--- config.mk ---
export PLATFORM = sky130hd
export DESIGN_NAME = instruction_fetch
export DESIGN_NICKNAME = d
export VERILOG_FILES = /design/src/rtl/instruction_fetch.sv
export SDC_FILE = /design/constraint.sdc
export NUM_CORES = 1
export LEC_CHECK = 0
export ABC_AREA = 0
export CAP_MARGIN = 0
export CORE_ASPECT_RATIO = 2
export CORE_UTILIZATION = 40
export DETAILED_ROUTE_END_ITERATION = 6
export SYNTH_ARGS = -nofsm -noshare
export SYNTH_HDL_FRONTEND = slang
export SYNTH_SLANG_ARGS = --single-unit
export TNS_END_PERCENT = 50
--- constraint.sdc ---
create_clock -name clk -period 4.4 [get_ports clk]
set_input_delay 0.88 -clock clk [delete_from_list [all_inputs] [get_ports clk]]
set_output_delay 0.88 -clock clk [all_outputs]
set_load 0.1 [all_outputs]
--- src/rtl/instruction_fetch.sv ---
// Fetch stage: PC, instruction-memory request, skid buffer and IF/ID register.
// Define FETCH_PERF_CNT_EN to add the fetch_cnt / bubble_cnt counters.
module instruction_fetch #(
   parameter int                  ADDR_W   = 32,
   parameter int                  DATA_W   = 32,
   parameter logic [ADDR_W-1:0]   RESET_PC = '0
) (
   input  logic              clk,
   input  logic              rst,
   input  logic              stall,
   input  logic              redirect,
   input  logic [ADDR_W-1:0] redirect_pc,
   output logic [ADDR_W-1:0] read_address,
   output logic              read_en,
   input  logic [DATA_W-1:0] inst,
   output logic [DATA_W-1:0] if_inst,
   output logic [ADDR_W-1:0] if_pc,
   output logic [ADDR_W-1:0] if_pc_plus4,
   output logic              if_valid
`ifdef FETCH_PERF_CNT_EN
   ,
   output logic [31:0]       fetch_cnt,
   output logic [31:0]       bubble_cnt
`endif
);

   localparam logic [ADDR_W-1:0] PC_STEP = ADDR_W'(4);

   logic [ADDR_W-1:0] pc_q;
   logic              pend_valid;
   logic [ADDR_W-1:0] pend_pc;
   logic              skid_valid;
   logic [DATA_W-1:0] skid_inst;
   logic [ADDR_W-1:0] skid_pc;
   logic              load;
   logic              bubble;
   logic              unused_ok;

   assign read_address = pc_q;
   assign read_en      = rst & ~stall & ~redirect;
   assign load         = ~redirect & ~stall & (skid_valid | pend_valid);
   assign bubble       = ~stall & ~load;
   assign unused_ok    = ^{redirect_pc[1:0], bubble};

   always_ff @(posedge clk) begin
      if (!rst) begin
         pc_q        <= RESET_PC;
         pend_valid  <= 1'b0;
         pend_pc     <= '0;
         skid_valid  <= 1'b0;
         skid_inst   <= '0;
         skid_pc     <= '0;
         if_valid    <= 1'b0;
         if_inst     <= '0;
         if_pc       <= '0;
         if_pc_plus4 <= PC_STEP;
      end else if (redirect) begin
         pc_q       <= {redirect_pc[ADDR_W-1:2], 2'b00};
         pend_valid <= 1'b0;
         skid_valid <= 1'b0;
         if_valid   <= 1'b0;
      end else if (stall) begin
         // park the in-flight word; the memory will not hold it for us
         pend_valid <= 1'b0;
         if (pend_valid) begin
            skid_inst  <= inst;
            skid_pc    <= pend_pc;
            skid_valid <= 1'b1;
         end
      end else begin
         pend_pc    <= pc_q;
         pend_valid <= 1'b1;
         pc_q       <= pc_q + PC_STEP;
         if (skid_valid) begin
            if_inst     <= skid_inst;
            if_pc       <= skid_pc;
            if_pc_plus4 <= skid_pc + PC_STEP;
            if_valid    <= 1'b1;
            skid_valid  <= 1'b0;
         end else if (pend_valid) begin
            if_inst     <= inst;
            if_pc       <= pend_pc;
            if_pc_plus4 <= pend_pc + PC_STEP;
            if_valid    <= 1'b1;
         end else begin
            if_valid <= 1'b0;
         end
      end
   end

`ifdef FETCH_PERF_CNT_EN
   always_ff @(posedge clk) begin
      if (!rst) begin
         fetch_cnt  <= '0;
         bubble_cnt <= '0;
      end else begin
         if (load)
            fetch_cnt <= fetch_cnt + 32'd1;
         if (bubble)
            bubble_cnt <= bubble_cnt + 32'd1;
      end
   end
`endif

endmodule

* Word-level counts from Yosys, hierarchy flattened
Index checks and enable logic that the tools add are counted.
** Storage, ports and cells
- Register bits after elaboration :: 227
- Bits of input ports :: 68
- Logic and storage cells :: 37
** Cells by class
- Add/sub/neg operators :: 3
- Equality and inequality tests :: 1
- Multiplexer cells :: 11
- Bitwise logic cells :: 5
- Reduce and logical (&&, ||, !) cells :: 6
** Operators by type and width (number)
- 2-to-1 mux 32 bit :: 8
- adder 32 x 3 -> 32 bit, second input constant :: 3
- AND reduction 3 bit :: 2
- 2-to-1 mux 1 bit :: 3
- inverter 1 bit :: 3
- OR reduction 3 bit :: 1
- AND 1 bit :: 2
- != test 2 x 1 -> 1 bit, second input constant :: 1
- AND reduction 2 bit :: 1
- nonzero test 2 bit :: 1
- OR reduction 2 bit :: 1

* Depth between registers and ports, before layout
Gate-level depths: netlist of run 1.
- Depth in word-level cells :: 3
- Mapped depth :: 11
- Depth with buffers taken out :: 7

* Worst setup path after synthesis of run 1
OpenSTA, ideal clock, no wires.
- Path type :: input port to output port
- Start :: input port rst
- End :: output port read_en
- Arrival time :: 2378 ps
- Path slack :: 1142 ps
- Stages :: 5
- Path buffers :: 3
- Cell sequence :: clkbuf_1 -> clkbuf_1 -> clkbuf_1 -> nand2_1 -> inv_1
** Between the ends
- Longest elaborated chain between the ends :: 2
** RTL lines
- from (decl) :: line 9 : input logic rst,
- AND 1 bit (2 in series) :: line 40 : assign read_en = rst & ~stall & ~redirect;
- to (decl) :: line 14 : output logic read_en,
No other way between the ends.

* Final worst setup path of run 1
- Start :: input port stall
- End :: output port read_en
** Between the ends
- Longest elaborated chain between the ends :: 3
** RTL lines
- from (decl) :: line 10 : input logic stall,
- inverter 1 bit (no source line)
- AND 1 bit (2 in series) :: line 40
No other way between the ends.

==> impl_metrics.ini, run 1 <==
[run_status]
status = finished with violations
violations = DRC

[setup_path]
crit_path_cell_trace = clkdlybuf4s50_1, nor2_2, nand2_1, inv_1, buf_12
r2r-start = skid_valid
r2r_end = if_pc_plus4[30]
worst_setup_path_end_kind = output pin
required_ps = 3520
slowest_stage = clkdlybuf4s50_1
r2r_cells = 7
cp_slowest_stage_delay_ps = 570
critPathArrivalTime_ps = 2480
cp_max_fo = 9
timing_worst_setup_path_type = input port to output pin
start_kind = input port
reg2reg_slack_ps = 1330

[global_route]
met3_usage_pct = 4.010
antenna_found_initial = 2
grt.total_usage_pct = 23.23
grt_pass1_vias = 8609
grt_max_degree = 104
grt_first_pass_wirelength_um = 46180
busiest_layer = met2
met2_usage_pct = 43.80
gr-usage-met1_pct = 24.50
overflow = 0

[clock_network]
cts_htree_levels = 1
clockRootBuffer = clkbuf_16
clockBufferDepth = 3
postCtsHoldBufs = 0
clock_sinks = 217
clk_latency_ps = 510
cts_resized = 0
cts_tree = built
numCtsBuffers = 20
post-cts-setup-buffers = 0
clk_pin_slew_ps = 60

[cells_and_area]
fin_util_pct = 51.99
filler_cell_count = 2347
layout_commonest_cell = nand2_1
nets = 1385
final_cell_mix = nand2_1, dfxtp_1, clkdlybuf4s50_1
fin_cells = 1616
layout-drive-gt1-share_pct = 5.652
area_delta_synth_final_pct = 27.61
final_area_sq_um = 12390

[min_path]
min_to = if_pc_plus4[4]
hold_path.class = flip-flop to flip-flop
whs_path_depth = 2
min_from = if_pc_plus4[4]

[synthesis]
synth_compound_area_share_pct = 17.46
synth-simple-area-share_pct = 22.65
ys.flop_type = dfxtp_1
yosysTopAreaCell = dfxtp_1
synth.avg_cell_area_sq_um = 8.253
synth.distinct_cells = 70
synth_area_leaders = dfxtp_1, nand2_1, a21oi_1
muxShareOfSynthArea_pct = 7.103
synth_top_family_by_area = simple AND/OR/NAND/NOR gates
synth-warning-count = 0
synthXorXnorAreaFrac_pct = 2.888
ys_ff_latch = 217
async_reset_ff_share_pct = 0
syn_inst = 1176
synth_edf_count = 0
ys_seq_area_share_pct = 44.76
synth_top_area_share_pct = 44.76
yosys.area_share.adder_pct = 0.2578
synth_area_sq_um = 9706

[place]
dpl.hpwl_um = 20440
place.port_buffers = 189
dpl-instance-area_sq_um = 11750
placedCellCount = 1580
place_congestion = 0.8504
place_ws_ps = 1048

[timing]
drv_slew = 0
finalHoldViolations = 0
setup_violations = 0
setup_tns_ps = 0
fin_skew_ps = 8.514
fin_crit_ps = 3358
period_share_pct = 76.32
worstMarginPinSlew_ps = 1063
fmax_ghz = 0.2978
rsz0062_at_grt = no
max-slew-margin-rel_pct = 28.93
setup_ws_ps = 1042

[power_and_ir_drop]
ir_worst_vdd_mv = 0.3556
leakage_nw = 3.924
power.density_nw_per_um2 = 354.2

[detailed_routing]
vias = 8730
detail-route-antenna-nets = 0
dr.pass1.iters = 7
avgViaCountPerCell = 5.402
drtIter0Drc = 348
drcViolationCount = 6
totalWireLength_um = 28810
wire_per_inst_um = 17.83

[die]
core.rowCount = 80
ioPinCount = 198
core_area_sq_um = 23820
fp.dieH_um = 222.3
die-width_um = 112.1
initial_core_util_pct = 40.74
dieArea_sq_um = 24930

[run]
maxCapViolCount = 0
synthesized netlist by cell type, types with 16 or more instances:
cell and count:
nand2_1 238, a21oi_1 123, xnor2_1 23, nand4_1 20, o21ai_0 24, mux2i_1 61
a211oi_1 58, buf_2 16, dfxtp_1 217, nand3_1 47, clkbuf_1 57, nor2_1 107
critical path: cells and delay by family:
family	cells	cell delay (ps)
buffers and inverters	3	890
AND/OR/NAND/NOR	2	690
metrics by stage:
step           hold WS, ps  power, mW
2_1_floorplan        432.9      2.517
5_1_grt              472.6      4.542
6_report             446.9      4.387
4_1_cts              451.8      4.440
3_5_place_dp         442.6      2.708
3_3_place_gp         438.9      2.705
logic make-up (layout without fill, tap and decap cells):
kind of cell             count (synthesis)  after routing
flip-flops                             217            217
buffers and inverters                  105            251
multiplexers                            68             68
AND/OR/NAND/NOR                        486            486
other                                    1              8
AO/OA/AOI/OAI                          265            265
adder cells (fa/ha/maj)                  2              2
XOR/XNOR                                32             32
registers in the layout, summed over array words and instances, names as in the netlist:
| name | cells |
|---|---|
| if_pc | 30 |
| pend_valid | 1 |
| if_valid | 1 |
| if_pc_plus4 | 30 |
| if_inst | 32 |
| pend_pc | 30 |
| read_address | 30 |
| skid_valid | 1 |
| skid_pc | 30 |
| skid_inst | 32 |
worst max-delay path by stage:
| stage | from | to | slack [ps] |
|---|---|---|---|
| after floorplan | rst | read_en | 1140 |
| after global routing | stall | read_en | 970 |
| after detailed placement | stall | if_pc_plus4[20] | 1050 |
| after CTS | stall | read_en | 1040 |
| after global placement | stall | read_en | 1060 |
| final | stall | read_en | 1040 |
layout make-up:
| type | instances | area, sq um | area share [%] |
|---|---|---|---|
| clock inverter | 1 | 5.005 | 0.04041 |
| inverter | 13 | 53.80 | 0.4344 |
| tap | 287 | 359.1 | 2.899 |
| sequential | 217 | 4348 | 35.10 |
| clock buffer | 33 | 630.6 | 5.091 |
| antenna | 2 | 5.005 | 0.04041 |
| timing repair buffer | 204 | 2047 | 16.53 |
| multi-input combinational | 859 | 4937 | 39.86 |
per-layer routing:
metal  wire length [um]  vias to the layer above  share of wire (%)
met3               1400                       65                4.9
met1              10790                     4036                 37
met4               1207                        0                4.2
met2              15410                      219                 53
met5                  0                        -                  0
li1                   -                     4410                  -
where the power goes:
group          leakage, nW  internal [mW]  switching, mW  total [mW]
Sequential            1.76           2.01         0.0597        2.07
Combinational         1.85          0.171          0.422       0.593
Clock                0.313          0.975          0.751        1.73
Total                 3.92           3.15           1.23        4.39
(Power assumes the default switching activity.)
==> inputs of run 2 (changes only) <==
==> constraint.sdc (replaced) <==
create_clock -name clk -period 3.5 [get_ports clk]
set_input_delay 0.7 -clock clk [delete_from_list [all_inputs] [get_ports clk]]
set_output_delay 0.7 -clock clk [all_outputs]
set_load 0.1 [all_outputs]
==> run 2 against run 1 <==
Worst setup slack worse by 430 ps. Register-to-register slack got worse by 530 ps. Combinational power grew 25%. Via count up 0.25%. Critical path depth stayed put. Clock power rose by 27%. First-iteration DRC count down 5.5%. Global-route usage is 0.23 points higher. The run still ends with DRC left. Wire length increased by 0.65%. Sequential cell count stayed put. Sequential power grew 26%. Count of clock-buffer cells in the layout decreased by 2.
==> impl_metrics.ini, run 2 (synthesis gave the netlist of run 1 again) <==
[setup_path]
critPathArrivalTime_ps = 2190
crit_start = stall
start_kind = input port
worst_setup_path_end_kind = output pin
r2r_cells = 7
cp_max_fo = 8
r2r_end = if_pc_plus4[30]
reg2reg_slack_ps = 800
r2r-start = skid_valid
timing_worst_setup_path_type = input port to output pin
required_ps = 2800

[min_path]
min_to = skid_pc[31]
whs_path_depth = 2
hold_path.class = flip-flop to flip-flop
min_from = skid_pc[31]

[global_route]
grt.total_usage_pct = 23.46
grt_pass1_vias = 8549
grt_max_degree = 78
antenna_found_initial = 0
overflow = 0
grt_first_pass_wirelength_um = 46360

[timing]
fin_crit_ps = 2892
fmax_ghz = 0.3458
drv_slew = 0
worstMarginPinSlew_ps = 1037
fin_skew_ps = 14.48
finalHoldViolations = 0
max-slew-margin-rel_pct = 30.66
setup_violations = 0
period_share_pct = 82.62
setup_tns_ps = 0
rsz0062_at_grt = no

[clock_network]
postCtsHoldBufs = 0
clk_pin_slew_ps = 60
post-cts-setup-buffers = 0
clockBufferDepth = 3
clk_latency_ps = 510
cts_htree_levels = 1
cts_resized = 0
clockRootBuffer = clkbuf_16
numCtsBuffers = 21
cts_tree = built
clock_sinks = 217

[run_status]
violations = DRC
status = finished with violations

[power_and_ir_drop]
ir_worst_vdd_mv = 0.3826
leakage_nw = 4.112
power.density_nw_per_um2 = 451.2

[detailed_routing]
totalWireLength_um = 29000
wire_per_inst_um = 17.83
avgViaCountPerCell = 5.383
detail-route-antenna-nets = 0
drcViolationCount = 6
vias = 8752
dr.pass1.iters = 7
drtIter0Drc = 329

[die]
die-width_um = 112.1
dieArea_sq_um = 24930
ioPinCount = 198
core.rowCount = 80
fp.dieH_um = 222.3
core_area_sq_um = 23820
initial_core_util_pct = 40.74

[place]
place_congestion = 0.8716
dpl.hpwl_um = 20980
placedCellCount = 1592
place.port_buffers = 189
dpl-instance-area_sq_um = 11630

[cells_and_area]
reg_top3 = if_inst: 32 flops, skid_inst: 32 flops
layout-drive-gt1-share_pct = 12.10
layout_commonest_cell = nand2_1
area_delta_synth_final_pct = 26.53
final_area_sq_um = 12280
final_cell_mix = nand2_1, dfxtp_1, a21oi_1
fin_cells = 1626
antenna_cells = 0
nets = 1398

[run]
maxCapViolCount = 0
-- run 2: cell type report --
| cell class | count | area, sq um |
|---|---|---|
| Timing Repair Buffer | 216 | 1937 |
| Inverter | 13 | 53.80 |
| Fill cell | 2325 | 11540 |
| Clock inverter | 3 | 42.54 |
| Sequential cell | 217 | 4348 |
| Tap cell | 287 | 359.1 |
| Clock buffer | 31 | 603.1 |
| Multi-Input combinational cell | 859 | 4937 |
-- run 2: per-layer routing --
metal  up-vias  share of wire (%)  GRT usage (%)
li1       4429                  -              -
met4         0                4.1          10.75
met3        57                5.1          3.546
met5         -                  0              0
met2       228                 55          44.98
met1      4038                 36          24.62
-- run 2: report_power, final --
part	switching, mW	total, mW	internal, mW
logic	0.533	0.742	0.209
registers	0.0760	2.60	2.53
clock network	0.937	2.20	1.26
-- run 2: worst max-delay path by stage --
stage,to,cells past startpoint
6_report,read_en,5
3_3_place_gp,read_address[31],6
3_5_place_dp,read_address[31],6
2_1_floorplan,read_en,5
5_1_grt,if_pc_plus4[30],7
4_1_cts,read_en,5
-- run 2: stage by stage --
| stage | hold slack (ps) | worst slack [ps] | utilization (%) | total power [mW] |
|---|---|---|---|---|
| final | 451.3 | 608.2 | 51.55 | 5.541 |
| after global routing | 471.5 | 499.9 | 51.55 | 5.732 |
| after CTS | 454.9 | 606.7 | 51.55 | 5.618 |
| after detailed placement | 446.1 | 495.9 | 48.84 | 3.403 |
| after global placement | 439.3 | 513.8 | 48.84 | 3.399 |
| after floorplan | 432.9 | 602.3 | - | 3.165 |
-- run 2: critical path: stages --
cell and delay, ps:
clkdlybuf4s50_1 620, nor2_2 390, nand2_1 170, inv_1 130, buf_12 180
==> inputs of run 3 (changes only) <==
--- a/config.mk
+++ b/config.mk
@@ -10,6 +10,7 @@
 export CORE_ASPECT_RATIO = 2
 export CORE_UTILIZATION = 40
 export DETAILED_ROUTE_END_ITERATION = 6
+export PLACE_DENSITY = 0.67
 export SYNTH_ARGS = -nofsm -noshare
 export SYNTH_HDL_FRONTEND = slang
 export SYNTH_SLANG_ARGS = --single-unit
==> constraint.sdc (replaced) <==
create_clock -name clk -period 2.52 [get_ports clk]
set_input_delay 0.504 -clock clk [delete_from_list [all_inputs] [get_ports clk]]
set_output_delay 0.504 -clock clk [all_outputs]
set_load 0.1 [all_outputs]
==> run 3 against run 2 <==
The run still ends with DRC left. Critical path depth grew 1. Combinational power grew 43%. Sequential cell count is the same. Utilization grew 0.85 points. Count of clock-buffer cells in the layout is the same. Global-route usage shrank 1.1 points. Die area is the same. Critical path type unchanged. Largest power group unchanged.
==> impl_metrics.ini, run 3 (synthesis gave the netlist of run 1 again) <==
[min_path]
min_from = skid_inst[20]
hold_path.class = flip-flop to flip-flop
whs_path_depth = 2
min_to = skid_inst[20]

[setup_path]
required_ps = 2020
start_kind = input port
critPathArrivalTime_ps = 1870
r2r-start = skid_valid
worst_setup_path_end_kind = output pin
r2r_cells = 8
timing_worst_setup_path_type = input port to output pin
r2r_end = if_pc_plus4[22]
reg2reg_slack_ps = 190
cp_max_fo = 9

[detailed_routing]
detail-route-antenna-nets = 0
drtIter0Drc = 411
wire_per_inst_um = 16.82
totalWireLength_um = 27830
avgViaCountPerCell = 5.384
vias = 8911
dr.pass1.iters = 7
drcViolationCount = 8

[cells_and_area]
area_delta_synth_final_pct = 28.61
layout_commonest_cell = nand2_1
reg_top3 = if_inst: 32 flops, skid_inst: 32 flops
final_area_sq_um = 12480
filler_cell_count = 2303
nets = 1423
layout-drive-gt1-share_pct = 17.84
antenna_cells = 0
final_cell_mix = nand2_1, dfxtp_1, buf_4

[timing]
fin_skew_ps = 17.12
max-slew-margin-rel_pct = 64.73
setup_violations = 0
finalHoldViolations = 0
period_share_pct = 94.35
fin_crit_ps = 2378
drv_slew = 0
setup_ws_ps = 142.4
worstMarginPinSlew_ps = 524.1
rsz0062_at_grt = no
fmax_ghz = 0.4206

[clock_network]
clk_pin_slew_ps = 60
clk_latency_ps = 510
post-cts-setup-buffers = 0
clockBufferDepth = 3
postCtsHoldBufs = 0
cts_resized = 0
cts_htree_levels = 1
cts_tree = built
clockRootBuffer = clkbuf_16
numCtsBuffers = 21
clock_sinks = 217

[place]
dpl.hpwl_um = 20530
dpl-instance-area_sq_um = 11800
place.port_buffers = 189
place_congestion = 0.9412
place_ws_ps = 5.016

[run]
maxCapViolCount = 0

[run_status]
status = finished with violations
violations = DRC

[die]
initial_core_util_pct = 40.74
dieArea_sq_um = 24930
ioPinCount = 198
die-width_um = 112.1
fp.dieH_um = 222.3
core_area_sq_um = 23820
core.rowCount = 80

[global_route]
overflow = 0
grt_first_pass_wirelength_um = 45020
antenna_found_initial = 0
grt.total_usage_pct = 22.32
grt_max_degree = 65
grt_pass1_vias = 8618

[power_and_ir_drop]
power.density_nw_per_um2 = 629.7
leakage_nw = 4.379
ir_worst_vdd_mv = 0.6390
run 3: cell types whose count changed in the layout (fill, tap and decap cells not counted), moves of 2 or more:
cell             delta
dfxtp_1             -5
buf_4              +67
buf_12              +6
inv_6               +2
clkdlybuf4s50_1    -48
clkinv_2            +2
dfxtp_2             +5
run 3: report_power, final:
group | switching, mW | total [mW] | internal (mW)
clock network | 1.35 | 3.20 | 1.85
registers | 0.0877 | 3.60 | 3.51
logic | 0.756 | 1.06 | 0.307
total | 2.20 | 7.86 | 5.66
run 3: through the flow:
step | total power [mW] | util (%) | hold slack (ps) | setup TNS, ps | std cells
floorplan | 4.398 | - | 432.9 | -27.03 | 1181
global placement | 4.731 | 49.52 | 438.3 | 0 | 1617
detailed placement | 4.738 | 49.52 | 447.7 | 0 | 1617
CTS | 7.939 | 52.40 | 457.0 | 0 | 1655
global route | 8.119 | 52.40 | 470.9 | 0 | 1655
finish | 7.860 | 52.40 | 452.9 | 0 | 1655
run 3: final cells by class:
class	instances	area, sq um	share of cell area [%]
tap	287	359.1	2.877
clock buffer	31	593.1	4.751
sequential	217	4354	34.88
clock inverter	7	92.59	0.7418
timing repair buffer	241	2079	16.66
inverter	13	53.80	0.4310
multi-input combinational	859	4950	39.66
run 3: routing by layer:
layer	up-vias	global-route usage, %	routed length, um
met5	-	0	0
met3	61	3.328	1361
met1	4139	23.97	10440
met4	0	10.92	1232
met2	233	41.86	14800
li1	4478	-	-
run 3: critical path: stages:
cell and delay, ps:
clkdlybuf4s50_1 500, buf_4 220, nor2_2 230, nand2_1 120
inv_1 120, buf_12 180
run 3: how the worst max path moves through the flow:
stage / start / cells after the start / slack, ps / endpoint
after floorplan: skid_valid / 11 / -20 / if_pc_plus4[30]
after CTS: stall / 6 / 150 / read_en
after global routing: skid_valid / 7 / 50 / if_pc_plus4[30]
final: stall / 6 / 140 / read_en
after detailed placement: stall / 6 / 5 / read_address[17]
after global placement: stall / 6 / 50 / read_address[17]
